$ cat config.mk
export PLATFORM = sky130hd
export DESIGN_NAME = mant_norm_round_flat
export DESIGN_NICKNAME = d
export VERILOG_FILES = /design/src/rtl/mant_norm_round_if.sv /design/src/rtl/mant_norm_round.sv /design/src/flat_wrapper.sv
export SDC_FILE = /design/constraint.sdc
export NUM_CORES = 1
export LEC_CHECK = 0
export BUFFER_PORTS_ARGS = -buffer_cell sky130_fd_sc_hd__buf_2
export CORE_MARGIN = 1
export CORE_UTILIZATION = 45
export CTS_CLUSTER_DIAMETER = 40
export DETAILED_ROUTE_END_ITERATION = 6
export PLACE_DENSITY_LB_ADDON = 0.05
export SYNTH_ARGS = -nofsm -noshare
export SYNTH_HDL_FRONTEND = slang
export SYNTH_SLANG_ARGS = --single-unit
$ cat constraint.sdc
create_clock -name clk -period 1.7 [get_ports clk]
set_input_delay 0.255 -clock clk [delete_from_list [all_inputs] [get_ports clk]]
set_output_delay 0.255 -clock clk [all_outputs]
set_load 0.005 [all_outputs]
$ cat src/rtl/mant_norm_round_if.sv
// Valid/ready bundle carrying the raw mantissa product into mant_norm_round
// and the normalized, rounded result out of it.
interface mant_norm_round_if #(
  parameter int DWIDTH = 11,
  parameter int EWIDTH = 8
);
  logic                  in_valid;
  logic                  in_ready;
  logic [2*DWIDTH-1:0]   in_prod;
  logic [EWIDTH-1:0]     in_exp;
  logic                  in_sign;
  logic                  out_valid;
  logic                  out_ready;
  logic [DWIDTH-1:0]     out_mant;
  logic [EWIDTH-1:0]     out_exp;
  logic                  out_sign;
  logic                  out_ovf;

  modport master (
    output in_valid, in_prod, in_exp, in_sign, out_ready,
    input  in_ready, out_valid, out_mant, out_exp, out_sign, out_ovf
  );

  modport slave (
    input  in_valid, in_prod, in_exp, in_sign, out_ready,
    output in_ready, out_valid, out_mant, out_exp, out_sign, out_ovf
  );
endinterface

$ cat src/rtl/mant_norm_round.sv
// Two-stage normalize/round pipeline behind the mantissa multiplier.
// Define MANT_RNE_EN for round-to-nearest-even; otherwise the mantissa is truncated.
module mant_norm_round #(
  parameter int DWIDTH = 11,
  parameter int EWIDTH = 8
) (
  input logic              clk,
  input logic              rst,
  mant_norm_round_if.slave bus
);
  localparam int M = 2*DWIDTH-1;
  localparam logic [EWIDTH:0]   EXP_MAX    = (EWIDTH+1)'((1 << (EWIDTH-1)) - 1);
  localparam logic [DWIDTH-1:0] MANT_CARRY = {1'b1, {(DWIDTH-1){1'b0}}};

  logic              s1_valid_r;
  logic              s2_valid_r;
  logic              s2_adv_s;
  logic              accept_s;
  logic [DWIDTH-1:0] norm_mant_s;
  logic              norm_inc_s;
  logic [DWIDTH-1:0] s1_mant_r;
  logic              s1_inc_r;
  logic [EWIDTH-1:0] s1_exp_r;
  logic              s1_sign_r;
  logic              round_up_s;
  logic [DWIDTH:0]   rnd_sum_s;
  logic [DWIDTH-1:0] rnd_mant_s;
  logic              inc2_s;
  logic [EWIDTH:0]   exp_sum_s;
  logic              ovf_s;
  logic [EWIDTH-1:0] exp_sat_s;
  logic [DWIDTH-1:0] s2_mant_r;
  logic [EWIDTH-1:0] s2_exp_r;
  logic              s2_sign_r;
  logic              s2_ovf_r;

  assign s2_adv_s     = !s2_valid_r || bus.out_ready;
  assign bus.in_ready = !rst && (!s1_valid_r || s2_adv_s);
  assign accept_s     = bus.in_valid && bus.in_ready;

  // Normalize: at most a one-bit right shift when the product reached [2,4).
  always_comb begin
    norm_mant_s = '0;
    norm_inc_s  = 1'b0;
    if (bus.in_prod[M]) begin
      norm_mant_s = bus.in_prod[M:DWIDTH];
      norm_inc_s  = 1'b1;
    end else begin
      norm_mant_s = bus.in_prod[M-1:DWIDTH-1];
      norm_inc_s  = 1'b0;
    end
  end

`ifdef MANT_RNE_EN
  logic norm_g_s;
  logic norm_s_s;
  logic s1_g_r;
  logic s1_s_r;

  // Guard and sticky bits below the kept mantissa.
  always_comb begin
    norm_g_s = 1'b0;
    norm_s_s = 1'b0;
    if (bus.in_prod[M]) begin
      norm_g_s = bus.in_prod[DWIDTH-1];
      norm_s_s = |bus.in_prod[DWIDTH-2:0];
    end else begin
      norm_g_s = bus.in_prod[DWIDTH-2];
      norm_s_s = |bus.in_prod[DWIDTH-3:0];
    end
  end

  // Stage-1 rounding bits travel with the stage-1 mantissa.
  always_ff @(posedge clk) begin
    if (rst) begin
      s1_g_r <= 1'b0;
      s1_s_r <= 1'b0;
    end else if (accept_s) begin
      s1_g_r <= norm_g_s;
      s1_s_r <= norm_s_s;
    end else begin
      s1_g_r <= s1_g_r;
      s1_s_r <= s1_s_r;
    end
  end

  assign round_up_s = s1_g_r && (s1_s_r || s1_mant_r[0]);
`else
  logic unused_lsb_s;
  assign unused_lsb_s = ^bus.in_prod[DWIDTH-2:0];
  assign round_up_s   = 1'b0;
`endif

  // Round, renormalize on carry-out and saturate the exponent.
  always_comb begin
    rnd_sum_s = {1'b0, s1_mant_r} + {{DWIDTH{1'b0}}, round_up_s};
    inc2_s    = rnd_sum_s[DWIDTH];
    if (inc2_s) begin
      rnd_mant_s = MANT_CARRY;
    end else begin
      rnd_mant_s = rnd_sum_s[DWIDTH-1:0];
    end
    exp_sum_s = {s1_exp_r[EWIDTH-1], s1_exp_r} + {{EWIDTH{1'b0}}, s1_inc_r}
              + {{EWIDTH{1'b0}}, inc2_s};
    if ($signed(exp_sum_s) > $signed(EXP_MAX)) begin
      ovf_s     = 1'b1;
      exp_sat_s = EXP_MAX[EWIDTH-1:0];
    end else begin
      ovf_s     = 1'b0;
      exp_sat_s = exp_sum_s[EWIDTH-1:0];
    end
  end

  // Stage-1 register: loads on accept, empties when its entry moves on.
  always_ff @(posedge clk) begin
    if (rst) begin
      s1_valid_r <= 1'b0;
      s1_mant_r  <= '0;
      s1_inc_r   <= 1'b0;
      s1_exp_r   <= '0;
      s1_sign_r  <= 1'b0;
    end else if (accept_s) begin
      s1_valid_r <= 1'b1;
      s1_mant_r  <= norm_mant_s;
      s1_inc_r   <= norm_inc_s;
      s1_exp_r   <= bus.in_exp;
      s1_sign_r  <= bus.in_sign;
    end else if (s2_adv_s) begin
      s1_valid_r <= 1'b0;
    end else begin
      s1_valid_r <= s1_valid_r;
    end
  end

  // Stage-2 register drives the outputs directly and holds while stalled.
  always_ff @(posedge clk) begin
    if (rst) begin
      s2_valid_r <= 1'b0;
      s2_mant_r  <= '0;
      s2_exp_r   <= '0;
      s2_sign_r  <= 1'b0;
      s2_ovf_r   <= 1'b0;
    end else if (s2_adv_s && s1_valid_r) begin
      s2_valid_r <= 1'b1;
      s2_mant_r  <= rnd_mant_s;
      s2_exp_r   <= exp_sat_s;
      s2_sign_r  <= s1_sign_r;
      s2_ovf_r   <= ovf_s;
    end else if (s2_adv_s) begin
      s2_valid_r <= 1'b0;
    end else begin
      s2_valid_r <= s2_valid_r;
    end
  end

  assign bus.out_valid = s2_valid_r;
  assign bus.out_mant  = s2_mant_r;
  assign bus.out_exp   = s2_exp_r;
  assign bus.out_sign  = s2_sign_r;
  assign bus.out_ovf   = s2_ovf_r;
endmodule

$ cat src/flat_wrapper.sv
// flat-port wrapper written by rule: the top's interface ports become plain ports
module mant_norm_round_flat 
#(
  parameter int DWIDTH = 11,
  parameter int EWIDTH = 8
)
  (clk, rst, bus_in_valid, bus_in_prod, bus_in_exp, bus_in_sign, bus_out_ready, bus_in_ready, bus_out_valid, bus_out_mant, bus_out_exp, bus_out_sign, bus_out_ovf);
  mant_norm_round_if #(.DWIDTH(DWIDTH), .EWIDTH(EWIDTH)) bus_i ();
  input logic clk;
  input logic rst;
  input wire logic [$bits(bus_i.in_valid)-1:0] bus_in_valid;
  input wire logic [$bits(bus_i.in_prod)-1:0] bus_in_prod;
  input wire logic [$bits(bus_i.in_exp)-1:0] bus_in_exp;
  input wire logic [$bits(bus_i.in_sign)-1:0] bus_in_sign;
  input wire logic [$bits(bus_i.out_ready)-1:0] bus_out_ready;
  output wire logic [$bits(bus_i.in_ready)-1:0] bus_in_ready;
  output wire logic [$bits(bus_i.out_valid)-1:0] bus_out_valid;
  output wire logic [$bits(bus_i.out_mant)-1:0] bus_out_mant;
  output wire logic [$bits(bus_i.out_exp)-1:0] bus_out_exp;
  output wire logic [$bits(bus_i.out_sign)-1:0] bus_out_sign;
  output wire logic [$bits(bus_i.out_ovf)-1:0] bus_out_ovf;
  assign bus_i.in_valid = bus_in_valid;
  assign bus_i.in_prod = bus_in_prod;
  assign bus_i.in_exp = bus_in_exp;
  assign bus_i.in_sign = bus_in_sign;
  assign bus_i.out_ready = bus_out_ready;
  assign bus_in_ready = bus_i.in_ready;
  assign bus_out_valid = bus_i.out_valid;
  assign bus_out_mant = bus_i.out_mant;
  assign bus_out_exp = bus_i.out_exp;
  assign bus_out_sign = bus_i.out_sign;
  assign bus_out_ovf = bus_i.out_ovf;
  mant_norm_round #(.DWIDTH(DWIDTH), .EWIDTH(EWIDTH)) u_core (.clk(clk), .rst(rst), .bus(bus_i));
endmodule
# [Yosys cells after proc, flatten, opt, wreduce, memory -nomap -nowiden]
# Index checks and enable logic that the tools add are counted.
[totals] inputBits=35 regBits=44 word_cells=29 out_inout_bits=23
[op_classes] n_mux=7 order_cmp=1 addsub=1 reduce_logical=10
[ops] op="$mux W11" n=1
[ops] op="$add A8 B2 Y9" n=1
[ops] op="$gt A9 B8 Y1 const B" n=1
[ops] op="$mux W8" n=1
[ops] op="$mux W1" n=5
[ops] op="$reduce_bool A2 Y1" n=2
[ops] op="$logic_and A1 B1 Y1" n=3
[ops] op="$logic_not A1 Y1" n=3
[ops] op="$logic_or A1 B1 Y1" n=2

# [Longest topological paths before layout]
# Gate-level depths: netlist (run 1).
[depth] depth_word=6 depth_mapped=6 depth_no_buf=6

# [Least setup slack after synthesis (run 1)]
# OpenSTA, ideal clock, no wires.
[synth_timing] path_type="register -> register" start="register u_core.s1_exp_r[0]" end="register u_core.s2_exp_r[6], in the netlist u_core.bus.out_exp[6]" t_arrival_ns=1.358 stages_incl_launch_ff=7 setup_time_ns=0.091 path_slack_ns=0.251 cell_sequence="dfxtp_1 > ha_1 > ha_1 > nand2_1 > mux2i_1 > nand2_4 > a311oi_1"
[synth_between] elab_chain_len=3
[synth_rtl] item="start: declaration" line_no="mant_norm_round.sv:23" rtl="logic [EWIDTH-1:0] s1_exp_r;"
[synth_rtl] item="start signal: assignment" line_no="mant_norm_round.sv:126" rtl="s1_exp_r <= bus.in_exp;"
[synth_rtl] item="$add A8 B2 Y9 *" line_no="mant_norm_round.sv:103" rtl="exp_sum_s = {s1_exp_r[EWIDTH-1], s1_exp_r} + {{EWIDTH{1'b0}}, s1_inc_r}"
[synth_rtl] item="$gt A9 B8 Y1" line_no="mant_norm_round.sv:105" rtl="if ($signed(exp_sum_s) > $signed(EXP_MAX)) begin"
[synth_rtl] item="$mux W8 *" line_no="mant_norm_round.sv:105"
[synth_rtl] item="end signal: assignment" line_no="mant_norm_round.sv:146" rtl="s2_exp_r <= exp_sat_s;"
[synth_rtl] item="end: declaration" line_no="mant_norm_round.sv:33" rtl="logic [EWIDTH-1:0] s2_exp_r;"
# Mark *: on every way between the ends. The rest lies on a longest branch, timed or not.
# A chain may end at the register's enable or synchronous reset.

# [Worst setup path after layout (run 1)]
[layout_timing] start="register u_core.s1_exp_r[0]" end="register u_core.s2_exp_r[3], in the netlist u_core.bus.out_exp[3]"
# Same word-level chain as after synthesis.

==> summary.txt, run 1 <==
Power
  • Flop pwr share: 45.9%
  • Clock share of power: 44.0%
  • Pleak: 0.981 nW
  • Design Power: 0.00246 W
  • Psw: 0.000517 W
  • Worst vdd ir: 0.862 mV
  • Combinational Power Share: 10.0%
  • Pwr dens: 1050 nW/µm²
  • Switching share of power: 21.1%
  • Pint: 0.00194 W

Critical path
  • Crit Path Max Fanout: 7
  • Worst path arrival time: 1.74 ns
  • Largest delay contributor family on the critical path: adder cells
  • Crit path buffers/inverters: 0
  • Worst path cell trace: ha_1 > ha_2 > nand2_1 > mux2i_2 > nand2_4 > a311oi_1
  • R2R Path Start: u_core.s1_exp_r[0]
  • WP data required: 1.91 ns
  • Critical path type: flop to flop
  • CP max stage delay: 0.37 ns
  • CP startpoint kind: flop
  • CP max-delay cell: dfxtp_1
  • R2R cell count: 6
  • WP depth: 6
  • Crit path launch: u_core.s1_exp_r[0]
  • CP endpoint kind: flop

Drt
  • Drt initial violations: 86
  • 1st-pass router iterations: 4
  • # DRC: 0
  • Routed via count: 1,490
  • DRT Wirelength: 3.56 mm
  • Vias per cell: 4.87
  • DR WL/cell: 11.6 µm
  • Post-DRT Antenna Nets: 0

Die
  • Core area: 4030 µm²
  • Chip height: 67.1 µm
  • I/O pin count: 58
  • Die Width: 67.1 µm
  • Num rows: 23
  • Starting Density: 47.4%
  • Die area: 4500 µm²

Synthesis
  • Most frequent cell after synthesis: dfxtp_1
  • Cell Area, Synth: 1910 µm²
  • Synth cell count leaders: dfxtp_1 (44), nand2_1 (38), nor2_1 (22)
  • Synthesized flop and latch total: 44
  • Netlist cell types: 29
  • Synth area leader: dfxtp_1
  • Mapped Nets: 248
  • Avg Inst Size Synth: 9.09 µm²
  • Share of the synthesized area in the top cell type: 46.2%
  • Ys Warns: 0
  • Top post-synthesis cells by area: dfxtp_1 (46%), nand2_1 (7.5%), mux2i_1 (5.8%)
  • Top_reg_cell synth: dfxtp_1
  • Ys async rst share: 0%
  • Post-synth EDFFs: 0
  • Mapped Cells: 210
  • Register area share after synthesis: 46.2%

Timing
  • Final slew viol count: 0
  • Worst slew pin tran: 0.491 ns
  • Fmax: 0.653 GHz
  • RSZ-0062 raised after global routing: no
  • Setup-failing EPs final: 0
  • Layout Skew: 0.00627 ns
  • Rel. slew slack: 67.3%
  • Fin crit period: 1.53 ns
  • Hold Violations, Final: 0
  • Period utilization: 90.1%
  • Final TNS setup: 0 ns

CTS
  • Insertion delay to the later sink of the worst-skew pair: 0.30 ns
  • CTS Sinks: 44
  • Clock-pin slew on the worst setup and hold paths: 0.08 ns
  • CTS tree: built
  • Post-CTS Setup Inserts: 0
  • Max Root-Sink Buffers: 2
  • # H-tree levels: 2
  • Cts bufs inserted: 5
  • Root Buffer: clkbuf_8

Hold path
  • Hold path depth: 3
  • Hold Startpoint: bus_in_exp[4]
  • Min-Delay Path Class: primary input to flop

Layout
  • Share of cells above drive strength 1: 30.5%
  • N_diodes: 0
  • FF/Latch Area: 881 µm²
  • Fillers: 379
  • Area occupied by multi-input gates: 940 µm²
  • Area Growth Syn to Fin: 22.6%
  • Final net count: 293

Global route
  • GRT Util Overall: 17.6%
  • Largest net degree at the start of global routing: 46
  • First-pass GRT wire length: 5.89 mm
  • Grt total ovfl: 0
  • Initial antenna violation count: 0
  • Vias in the first global route: 1,350

Outcome
  • Status: completed

Place
  • Final GP Congestion: 0.745
  • I/O Buffers: 47
  • DP HPWL: 2.45 mm

Flow run
  • Maxcap violations: 0
state kept, by name, indices dropped and copies added, names as in the netlist:
signal / flops
u_core.bus.out_valid: 1
u_core.s1_inc_r: 1
u_core.s1_valid_r: 1
u_core.s1_mant_r: 11
u_core.bus.out_exp: 8
u_core.s1_sign_r: 1
u_core.bus.out_ovf: 1
u_core.bus.out_mant: 11
u_core.s1_exp_r: 8
u_core.bus.out_sign: 1
through the flow:
step	instances	hold WS [ns]	setup slack (ns)	instance area [µm²]	utilization (%)
floorplan	210	0.364	0.251	1910	-
global placement	298	0.440	0.154	2170	53.9
detailed placement	298	0.445	0.116	2170	53.9
CTS	306	0.145	0.0996	2330	57.9
global route	306	0.161	0.0135	2340	58.0
finish	306	0.151	0.168	2340	58.0
layout by cell type (no fill, tap or decap), drive strengths merged:
cell type / n
a21oi: 17
clkbuf: 5
dfxtp: 44
mux2i: 11
nor2: 22
ha: 3
nand3: 6
o211ai: 1
xor2: 4
xnor2: 1
nand2: 39
or2b: 2
buf: 53
bufinv: 3
nand2b: 10
nor2b: 2
inv: 1
and3: 2
o21ai: 12
a311oi: 5
a211oi: 13
logic make-up after synthesis:
group	share of synthesized area, %
simple gates	20.3
compound gates	18.5
flops	46.2
buf+inv	5.05
mux	5.77
xor+xnor	2.29
fa+ha+maj	1.97
path summary, 6_finish.rpt:
check / slack [ns] / endpoint
hold / removal: 0.15 / u_core.s1_exp_r[4]
setup / recovery: 0.17 / u_core.bus.out_exp[3]
setup reg to reg: 0.17 / u_core.bus.out_exp[3]
hold reg to reg: 0.45 / u_core.bus.out_mant[3]
cell type report:
cell class                      count  share of cell area [%]
Sequential cell                    44                    37.7
Clock inverter                      3                    3.85
Inverter                            1                   0.161
Timing Repair Buffer               53                    12.5
Tap cell                           50                    2.68
Clock buffer                        5                    2.94
Multi-Input combinational cell    150                    40.2
routing by layer:
metal / vias up / global-route usage, % / share of wire [%]
met3: 7 / 5.48 / 5.5
met1: 636 / 22.5 / 51
met5: - / 0 / 0
met2: 43 / 27.0 / 42
li1: 804 / - / -
met4: 0 / 7.98 / 1.6
power groups by stage:
stage,Clock [W],Sequential [W],Combinational (W)
after detailed placement,0,0.00115,0.000250
final,0.00108,0.00113,0.000247
after floorplan,0,0.00115,0.000166
after global placement,0,0.00115,0.000248
after global routing,0.00115,0.00114,0.000281
after CTS,0.00111,0.00113,0.000251
worst min-delay path, stage by stage:
cell     delay [ns]
buf_2          0.07
nand2_1        0.04
o21ai_0        0.05
what timing repair did:
item | CTS | global route
gates resized for setup | 0 | 2
hold buffers | 0 | 0
endpoints found under the setup margin | 0 | 5
(Power assumes the default switching activity.)
==> inputs of run 2 (changes only) <==
--- a/config.mk
+++ b/config.mk
@@ -5,7 +5,7 @@
 export SDC_FILE = /design/constraint.sdc
 export NUM_CORES = 1
 export LEC_CHECK = 0
-export BUFFER_PORTS_ARGS = -buffer_cell sky130_fd_sc_hd__buf_2
+export BUFFER_PORTS_ARGS = -buffer_cell sky130_fd_sc_hd__clkbuf_2
 export CORE_MARGIN = 1
 export CORE_UTILIZATION = 45
 export CTS_CLUSTER_DIAMETER = 40
==> summary.txt, run 2 (synthesis results as in run 1) <==
Timing
  • Worst slew pin tran: 0.368 ns
  • Setup-failing EPs final: 0
  • Period utilization: 92.8%
  • Fmax: 0.634 GHz
  • Hold Violations, Final: 0
  • Final slew viol count: 0
  • Fin crit period: 1.58 ns
  • Final TNS setup: 0 ns
  • Rel. slew slack: 75.5%
  • Layout Skew: 0.0102 ns
  • Fin Hold WS: 0.144 ns

Critical path
  • CP max stage delay: 0.37 ns
  • R2R Path Start: u_core.s1_exp_r[0]
  • R2r setup slk: 0.12 ns
  • Crit Path Max Fanout: 7
  • Reg2reg end: u_core.bus.out_exp[6]
  • Worst path cell trace: ha_1 > ha_1 > nand2_1 > mux2i_2 > nand2_4 > a311oi_1
  • WP data required: 1.91 ns
  • CP endpoint kind: flop
  • R2R cell count: 6
  • Worst path arrival time: 1.79 ns
  • CP dominant cell by count: ha_1
  • CP startpoint kind: flop
  • Critical path type: flop to flop
  • CP max-delay cell: dfxtp_1

Layout
  • Area occupied by multi-input gates: 937 µm²
  • Fillers: 387
  • Most frequent cells in the layout: clkbuf_2 (47), dfxtp_1 (44), nand2_1 (38)
  • Commonest non-fill, non-tap cell in the layout: clkbuf_2
  • N_diodes: 0
  • FF/Latch Area: 881 µm²
  • Area Growth Syn to Fin: 21.5%
  • Final net count: 293
  • Non-filler cells, final: 305
  • Share of cells above drive strength 1: 29.8%

Drt
  • # DRC: 0
  • Vias per cell: 4.90
  • Drt initial violations: 87
  • Routed via count: 1,496
  • Post-DRT Antenna Nets: 0
  • DRT Wirelength: 3.61 mm
  • 1st-pass router iterations: 4
  • DR WL/cell: 11.8 µm

Hold path
  • Min-Delay Path Class: primary input to flop
  • Hold path depth: 3
  • Hold Path Sink: u_core.s1_exp_r[5]
  • Hold Startpoint: bus_in_exp[5]

Global route
  • First-pass GRT wire length: 6.04 mm
  • Vias in the first global route: 1,353
  • Grt total ovfl: 0
  • GRT Util Overall: 18.0%
  • Initial antenna violation count: 0
  • Largest net degree at the start of global routing: 46

Die
  • Chip height: 67.1 µm
  • Starting Density: 47.4%
  • Num rows: 23
  • Core area: 4030 µm²
  • Die area: 4500 µm²
  • I/O pin count: 58
  • Die Width: 67.1 µm

CTS
  • Insertion delay to the later sink of the worst-skew pair: 0.30 ns
  • Clock-pin slew on the worst setup and hold paths: 0.08 ns
  • Root Buffer: clkbuf_8
  • Max Root-Sink Buffers: 2
  • Cts bufs inserted: 5
  • # H-tree levels: 2
  • Post-CTS sizing: 0
  • Hold_buf cts: 0
  • CTS tree: built
  • Post-CTS Setup Inserts: 0
  • CTS Sinks: 44

Power
  • Pleak: 0.963 nW
  • Worst vdd ir: 0.446 mV
  • Pwr dens: 993 nW/µm²
  • Design Power: 0.00230 W

Place
  • I/O Buffers: 47
  • Placed cell count: 298
  • Final GP Congestion: 0.751
  • DP HPWL: 2.43 mm

Flow run
  • Maxcap violations: 0

Outcome
  • Status: completed
-- run 2: changes by cell type in the layout (fill, tap and decap cells not counted), sizes merged --
cell | before | now
buf | 53 | 6
clkbuf | 5 | 52
bufinv | 3 | 2
-- run 2: metrics by stage --
| stage | util, % | setup WS, ns | area (µm²) |
|---|---|---|---|
| after floorplan | - | 0.251 | 1910 |
| after global placement | 54.3 | 0.158 | 2190 |
| after detailed placement | 54.3 | 0.121 | 2190 |
| after CTS | 57.5 | 0.0845 | 2310 |
| after global routing | 57.5 | -0.0255 | 2320 |
| final | 57.5 | 0.122 | 2320 |
-- run 2: worst max path at each step --
stage,startpoint,endpoint,slack (ns)
finish,u_core.s1_exp_r[0],u_core.bus.out_exp[6],0.12
global route,u_core.s1_exp_r[0],u_core.bus.out_exp[6],-0.03
CTS,u_core.s1_inc_r,u_core.bus.out_exp[6],0.08
detailed placement,u_core.s1_inc_r,u_core.bus.out_exp[6],0.12
global placement,u_core.s1_exp_r[0],u_core.bus.out_exp[6],0.16
floorplan,u_core.s1_exp_r[0],u_core.bus.out_exp[6],0.25
-- run 2: cell type report --
| cell class | count | area share (%) |
|---|---|---|
| clock buffer | 5 | 2.97 |
| multi-input combinational | 150 | 40.4 |
| timing repair buffer | 53 | 13.2 |
| sequential | 44 | 38.0 |
| inverter | 1 | 0.162 |
| tap | 50 | 2.70 |
| clock inverter | 2 | 2.59 |
-- run 2: metal layers --
layer	wire length [µm]	GRT usage [%]	share of wire, %	vias up
li1	-	-	-	809
met1	1880	24.1	52	642
met2	1490	26.1	41	37
met3	179	6.34	5.0	8
met4	52	7.18	1.4	0
met5	0	0	0	-
-- run 2: critical path: cells and delay by family, from the launching register on --
family	cells	cell delay [ns]
multiplexers	1	0.24
adder cells (fa/ha/maj)	2	0.41
AND/OR/NAND/NOR	2	0.22
AO/OA/AOI/OAI	1	0.25
flip-flops	1	0.37
-- run 2: where the power goes --
part           leakage, nW  total [W]  switching [W]  internal, W
combinational        0.537   0.000250       0.000132     0.000118
sequential           0.361    0.00113      0.0000412      0.00109
clock               0.0642   0.000923       0.000344     0.000578
